$ cat config.mk
export PLATFORM = sky130hd
export DESIGN_NAME = dw_conv3x3_engine
export DESIGN_NICKNAME = d
export VERILOG_FILES = /design/src/rtl/dw_conv_pkg.sv /design/src/rtl/dw_conv3x3_engine_requant.sv /design/src/rtl/dw_conv3x3_engine.sv
export SDC_FILE = /design/constraint.sdc
export NUM_CORES = 2
export LEC_CHECK = 0
export BUFFER_PORTS_ARGS = -buffer_cell sky130_fd_sc_hd__buf_2
export CORE_ASPECT_RATIO = 2
export CORE_MARGIN = 1
export CORE_UTILIZATION = 44
export CTS_BUF_LIST = sky130_fd_sc_hd__clkbuf_4 sky130_fd_sc_hd__clkbuf_8 sky130_fd_sc_hd__clkbuf_16
export DETAILED_ROUTE_END_ITERATION = 10
export GPL_TIMING_DRIVEN = 0
export PLACE_DENSITY = 0.66
export SLEW_MARGIN = 0
export SYNTH_ARGS = -nofsm -noshare
export SYNTH_HDL_FRONTEND = slang
export SYNTH_SLANG_ARGS = --single-unit
$ cat constraint.sdc
create_clock -name clock -period 7.2 [get_ports clock]
set_input_delay 1.08 -clock clock [delete_from_list [all_inputs] [get_ports clock]]
set_output_delay 1.08 -clock clock [all_outputs]
set_load 0.01 [all_outputs]
$ cat src/rtl/dw_conv_pkg.sv
// Shared widths, types and helpers for the depthwise / pointwise convolution engines.
package dw_conv_pkg;

  localparam int PIX_W       = 8;
  localparam int WT_W        = 8;
  localparam int PROD_W      = 17;
  localparam int SUM_W       = 21;
  localparam int ACC_W       = 32;
  localparam int MULT_W      = 16;
  localparam int SHIFT_W     = 5;
  localparam int KERNEL_TAPS = 9;

  typedef logic        [PIX_W-1:0]  pix_t;
  typedef logic signed [WT_W-1:0]   wt_t;
  typedef logic signed [PROD_W-1:0] prod_t;
  typedef logic signed [SUM_W-1:0]  sum_t;
  typedef logic signed [ACC_W-1:0]  acc_t;

  typedef struct packed {
    acc_t               bias;
    logic [MULT_W-1:0]  mult;
    logic [SHIFT_W-1:0] shift;
  } cfg_t;

  localparam cfg_t CFG_RESET = '{bias: '0, mult: 16'd1, shift: '0};

  // Pixel is zero-extended so an unsigned 255 stays positive in the signed product.
  function automatic prod_t tap_mul(input pix_t p, input wt_t w);
    prod_t a;
    prod_t b;
    a = prod_t'($signed({1'b0, p}));
    b = prod_t'(w);
    return a * b;
  endfunction

endpackage

$ cat src/rtl/dw_conv3x3_engine_requant.sv
// Two-stage requantiser: acc*mult, round-half-up, arithmetic shift, clamp to [0, CLAMP_MAX].
module dw_requant
  import dw_conv_pkg::*;
#(
  parameter int CLAMP_MAX = 255
) (
  input  logic                clock,
  input  logic                reset,
  input  logic                in_valid,
  input  logic signed [ACC_W-1:0] acc_in,
  input  logic [MULT_W-1:0]   mult_in,
  input  logic [SHIFT_W-1:0]  shift_in,
  output logic [PIX_W-1:0]    pixel_out,
  output logic                pixel_out_valid
);

  localparam logic signed [48:0] CLAMP_LIM = 49'(CLAMP_MAX);
  localparam pix_t               CLAMP_PIX = pix_t'(CLAMP_MAX);

  logic signed [47:0] prod_next;
  logic signed [47:0] s3_prod;
  logic [SHIFT_W-1:0] s3_shift;
  logic               s3_valid;

  logic signed [48:0] rnd_add;
  logic signed [48:0] rnd;
  logic signed [48:0] shifted;
  pix_t               clamped;

  // |acc*mult| < 2^47, so the 48-bit product is exact.
  assign prod_next = 48'(acc_in) * 48'($signed({1'b0, mult_in}));

  always_ff @(posedge clock) begin
    if (reset) begin
      s3_prod  <= '0;
      s3_shift <= '0;
      s3_valid <= 1'b0;
    end else begin
      s3_valid <= in_valid;
      if (in_valid) begin
        s3_prod  <= prod_next;
        s3_shift <= shift_in;
      end
    end
  end

  always_comb begin
    rnd_add = '0;
    if (s3_shift != '0) begin
      rnd_add = 49'sd1 <<< (s3_shift - 5'd1);
    end
    rnd     = 49'(s3_prod) + rnd_add;
    shifted = rnd >>> s3_shift;
    if (shifted[48]) begin
      clamped = '0;
    end else if (shifted > CLAMP_LIM) begin
      clamped = CLAMP_PIX;
    end else begin
      clamped = shifted[PIX_W-1:0];
    end
  end

  always_ff @(posedge clock) begin
    if (reset) begin
      pixel_out       <= '0;
      pixel_out_valid <= 1'b0;
    end else begin
      pixel_out_valid <= s3_valid;
      if (s3_valid) begin
        pixel_out <= clamped;
      end
    end
  end

endmodule

$ cat src/rtl/dw_conv3x3_engine.sv
// Depthwise 3x3 convolution for one channel: products, adder tree + bias, requantise; 4-cycle latency.
module dw_conv3x3_engine
  import dw_conv_pkg::*;
#(
  parameter int CLAMP_MAX = 255,
  parameter int LATENCY   = 4
) (
  input  logic                                  clock,
  input  logic                                  reset,
  input  logic [KERNEL_TAPS-1:0][PIX_W-1:0]     window_in,
  input  logic                                  window_valid,
  input  logic                                  wt_valid,
  input  logic signed [WT_W-1:0]                wt_data,
  input  logic                                  cfg_valid,
  input  logic signed [ACC_W-1:0]               bias_in,
  input  logic [MULT_W-1:0]                     mult_in,
  input  logic [SHIFT_W-1:0]                    shift_in,
  output logic [PIX_W-1:0]                      pixel_out,
  output logic                                  pixel_out_valid,
  output logic                                  weights_loaded
);

  if (LATENCY != 4) begin : g_latency_check
    $error("dw_conv3x3_engine: LATENCY must be 4");
  end

  logic [3:0] wt_idx;
  wt_t        shadow [KERNEL_TAPS];
  wt_t        active [KERNEL_TAPS];
  logic       commit;
  cfg_t       cfg_act;

  // Commit copies shadow as it stood before this edge, so a back-to-back
  // write to shadow[0] in the commit cycle belongs to the next set.
  always_ff @(posedge clock) begin
    if (reset) begin
      wt_idx         <= '0;
      commit         <= 1'b0;
      weights_loaded <= 1'b0;
      cfg_act        <= CFG_RESET;
      for (int unsigned i = 0; i < KERNEL_TAPS; i++) begin
        shadow[i] <= '0;
        active[i] <= '0;
      end
    end else begin
      commit <= 1'b0;
      if (wt_valid) begin
        shadow[wt_idx] <= wt_data;
        if (wt_idx == 4'd8) begin
          wt_idx <= '0;
          commit <= 1'b1;
        end else begin
          wt_idx <= wt_idx + 4'd1;
        end
      end
      if (commit) begin
        for (int unsigned i = 0; i < KERNEL_TAPS; i++) begin
          active[i] <= shadow[i];
        end
        weights_loaded <= 1'b1;
      end
      if (cfg_valid) begin
        cfg_act <= '{bias: bias_in, mult: mult_in, shift: shift_in};
      end
    end
  end

  prod_t s1_prod [KERNEL_TAPS];
  cfg_t  s1_cfg;
  logic  s1_valid;

  always_ff @(posedge clock) begin
    if (reset) begin
      s1_valid <= 1'b0;
      s1_cfg   <= CFG_RESET;
      for (int unsigned i = 0; i < KERNEL_TAPS; i++) begin
        s1_prod[i] <= '0;
      end
    end else begin
      s1_valid <= window_valid;
      if (window_valid) begin
        s1_cfg <= cfg_act;
        for (int unsigned i = 0; i < KERNEL_TAPS; i++) begin
          s1_prod[i] <= tap_mul(window_in[i], active[i]);
        end
      end
    end
  end

  sum_t               tree_sum;
  acc_t               s2_acc;
  logic [MULT_W-1:0]  s2_mult;
  logic [SHIFT_W-1:0] s2_shift;
  logic               s2_valid;

  always_comb begin
    tree_sum = '0;
    for (int unsigned i = 0; i < KERNEL_TAPS; i++) begin
      tree_sum = tree_sum + sum_t'(s1_prod[i]);
    end
  end

  always_ff @(posedge clock) begin
    if (reset) begin
      s2_valid <= 1'b0;
      s2_acc   <= '0;
      s2_mult  <= 16'd1;
      s2_shift <= '0;
    end else begin
      s2_valid <= s1_valid;
      if (s1_valid) begin
        s2_acc   <= acc_t'(tree_sum) + s1_cfg.bias;
        s2_mult  <= s1_cfg.mult;
        s2_shift <= s1_cfg.shift;
      end
    end
  end

  dw_requant #(
    .CLAMP_MAX(CLAMP_MAX)
  ) u_requant (
    .clock          (clock),
    .reset          (reset),
    .in_valid       (s2_valid),
    .acc_in         (s2_acc),
    .mult_in        (s2_mult),
    .shift_in       (s2_shift),
    .pixel_out      (pixel_out),
    .pixel_out_valid(pixel_out_valid)
  );

endmodule

==> results.py <==
metrics = {
    "logic_synthesis": {
        "synth.most_common_cell": "inv_1",
        "ys_warn_count": 0,
        "seq_area_frac_synth_pct": 20.1,
        "ys_async_sr_fraction_pct": 0,
        "syn_area_um2": 67400,
        "synth_top_area_share_pct": 30.3,
        "synth.ff_latch_count": 527,
        "syn_inst": 7018,
        "synth_top_cell_by_area": "fa_1",
        "synth.net_count": 8747,
        "yosys-top-cells-count": "inv_1 (1226), fa_1 (1019), nand2_1 (688)",
        "synth_cell_types": 116,
        "synth_edf_count": 297,
        "yosys-top-cells-area": "fa_1 (30%), edfxtp_1 (13%), ha_1 (11%)",
        "syn_area_per_cell_um2": 9.60,
        "yosys_most_used_dff": "edfxtp_1",
    },
    "layout": {
        "final_core_util_pct": 48.3,
        "synthToLayoutAreaGrowth_pct": 8.80,
        "design_area_um2": 73300,
        "drive_above_1_share_pct": 7.68,
        "nNetsFinal": 8960,
    },
    "cts": {
        "cts_made_buffers": 53,
        "clockBufferDepth": 3,
        "cts_tree": "yes",
        "clkSinkCount": 527,
        "cts_hold_buf": 0,
        "ctsHtreeMaxLevel": 2,
        "worstSkewPairLatency_ns": 0.69,
        "cts_root_buf": "clkbuf_16",
        "clkTransAtPathRegs_ns": 0.06,
    },
    "die": {
        "fp.dieH_um": 555,
        "io_pins": 148,
        "core_um2": 152000,
        "die_area_um2": 155000,
        "initial_core_util_pct": 44.4,
        "die_w_um": 279,
        "rows": 202,
    },
    "routing": {
        "drtAntennaViolNets": 0,
        "drt_iter0_drc": 2709,
        "routed_wl_um": 227000,
        "viasPerCell": 5.51,
        "vias": 50800,
        "wl_per_cell_um": 24.6,
        "dr.pass1.iters": 9,
        "drc": 0,
    },
    "placed_design": {
        "io_buffers": 144,
        "finalWeightedCongestion": 1.03,
        "dpl_cell_area_um2": 70600,
        "dp_hpwl_um": 194000,
    },
    "outcome": {
        "status": "complete, but fails checks",
        "violations": "capacitance limit, slew limit",
    },
    "worst_setup_path": {
        "worstPathArrival_ns": 7.75,
        "worst_ep_required_time_ns": 7.77,
        "crit_fanout": 10,
        "cp_common_cell": "clkbuf_2",
        "critPathLaunchType": "flip-flop",
        "crit_type": "flip-flop to flip-flop",
        "cp_cell_sequence": "clkbuf_8 -> clkbuf_2 -> clkbuf_2 -> clkbuf_2 -> nor3_1 -> ha_1 -> buf_4 -> a21oi_2 -> o21ai_1 -> and2_1 -> a21o_2 -> o31ai_1 -> a21oi_1 -> o2bb2ai_1 -> mux2i_1 -> o2bb2ai_1 -> o211a_2 -> a41oi_4 -> nor2_2 -> a21oi_1",
        "slowest_stage": "o31ai_1",
        "endpoint_kind": "flip-flop",
        "slowest_delay_ns": 0.83,
    },
    "sta": {
        "period_needed_ns": 7.18,
        "fin_setup_tns_ns": 0,
        "fmax_ghz": 0.139,
        "relSlewSlack_pct": -3.44,
        "finalHoldViolCount": 0,
        "clock_skew_ns": 0.0471,
        "fin_crit_sh_pct": 99.8,
        "slew_viol_final": 11,
        "setup_viol": 0,
        "worst_slew_pin_slew_ns": 1.55,
    },
    "power_and_ir_drop": {
        "p_leak_nw": 34.0,
        "vdd_drop_max_v": 0.000487,
        "power_density_nw_per_um2": 229,
        "power.total_mw": 16.8,
    },
    "grt": {
        "overflow": 0,
        "antenna_found_initial": 17,
        "grt_pass1_wl_um": 337000,
        "grtUsageTotal_pct": 29.8,
        "grt_max_degree": 71,
        "first_global_vias": 55900,
    },
    "hold_path": {
        "hold_path.class": "flip-flop to flip-flop",
    },
    "flow_run": {
        "drv_cap": 1,
    },
}
-- layout make-up --
cell class | count | area, µm²
Buffer | 249 | 1460
Fill cell | 14400 | 78300
Clock buffer | 65 | 1450
Clock inverter | 34 | 344
Antenna cell | 15 | 37.5
Timing Repair Buffer | 160 | 906
Multi-Input combinational cell | 5013 | 48500
Tap cell | 1938 | 2420
Inverter | 1227 | 4610
Sequential cell | 527 | 13600
-- final timing paths --
path                         startpoint                     end  slack (ns)  depth (start not counted)
setup / recovery  u_requant.s3_shift[0]  u_requant.pixel_out[0]        0.02                         20
hold / removal               cfg_act[5]               s1_cfg[5]        0.47                          1
setup reg to reg  u_requant.s3_shift[0]  u_requant.pixel_out[0]        0.02                         20
hold reg to reg              cfg_act[5]               s1_cfg[5]        0.47                          1
-- placed cells by master (no fill, tap or decap), types with 22 or more instances in the layout --
cell type,netlist,final
a211oi_1,34,28
o21ai_0,156,150
nor2b_1,43,43
nand2b_1,81,81
nand3_1,52,51
a21o_1,77,76
dfxtp_2,0,26
and2_1,617,617
buf_2,13,161
ha_1,572,569
and3_1,94,94
clkbuf_2,1,35
xor2_1,47,47
nand2_1,688,686
a21boi_0,27,27
a21oi_1,172,164
xnor2_1,135,135
clkbuf_16,0,55
or3_1,22,22
dfxtp_1,230,195
edfxtp_1,297,297
inv_1,1226,1226
nor2_1,445,441
clkbuf_4,0,29
nor3_1,108,107
a31oi_1,31,28
fa_1,1019,1019
clkbuf_8,17,24
nand4_1,27,27
mux2i_1,220,220
buf_4,3,29
clkbuf_1,184,105
-- registers in the layout, summed over array words and instances (netlist names), 4 cells and up --
name	count
s2_acc	32
cfg_act	53
u_requant.s3_prod	48
s2_shift	5
s1_prod	153
s1_cfg	53
u_requant.s3_shift	5
wt_idx	4
active	72
s2_mult	16
u_requant.pixel_out	8
shadow	72
-- critical path, delay by kind of cell, from the launching register on --
kind	cells	cell delay (ns)
AO/OA/AOI/OAI	10	3.65
multiplexers	1	0.16
adder cells (fa/ha/maj)	1	0.32
AND/OR/NAND/NOR	3	0.59
buffers and inverters	5	1.75
flip-flops	1	0.55
-- timing repair --
action | 4_1_cts | 5_1_grt
resized for setup | 194 | 108
buffers inserted | 7 | 5
gates cloned | 0 | 0
endpoints found under the hold margin | 0 | 0
pin swaps | 10 | 11
endpoints found under the setup margin | 37 | 24
-- through the flow --
| stage | std cells | hold slack, ns | worst slack [ns] |
|---|---|---|---|
| after global placement | 9100 | 0.439 | -2.86 |
| after CTS | 9209 | 0.472 | 0.00201 |
| final | 9228 | 0.468 | 0.0150 |
| after global routing | 9214 | 0.495 | -0.0146 |
| after detailed placement | 9104 | 0.452 | -2.78 |
| after floorplan | 7018 | 0.431 | 0.546 |
-- per-layer routing --
layer | vias to the layer above | GRT usage [%] | part of all wire, % | routed length (µm)
met4 | 10 | 31.1 | 13 | 29100
met2 | 1624 | 58.0 | 55 | 125000
met1 | 25400 | 24.5 | 29 | 64900
met3 | 914 | 3.38 | 3.7 | 8410
li1 | 22900 | - | - | -
met5 | - | 0 | 0.024 | 55
-- logic make-up after synthesis --
logic type / synth area share [%]
flops: 20.1
compound gates: 7.62
simple gates: 16.5
fa+ha+maj: 40.9
xor+xnor: 2.37
buf+inv: 8.59
mux: 3.90
other cells: 0.00557
-- power breakdown --
part / switching [mW] / internal (mW)
logic: 5.76 / 4.34
clock network: 1.35 / 1.60
registers: 0.318 / 3.46
total: 7.42 / 9.40
(Power assumes the default switching activity.)
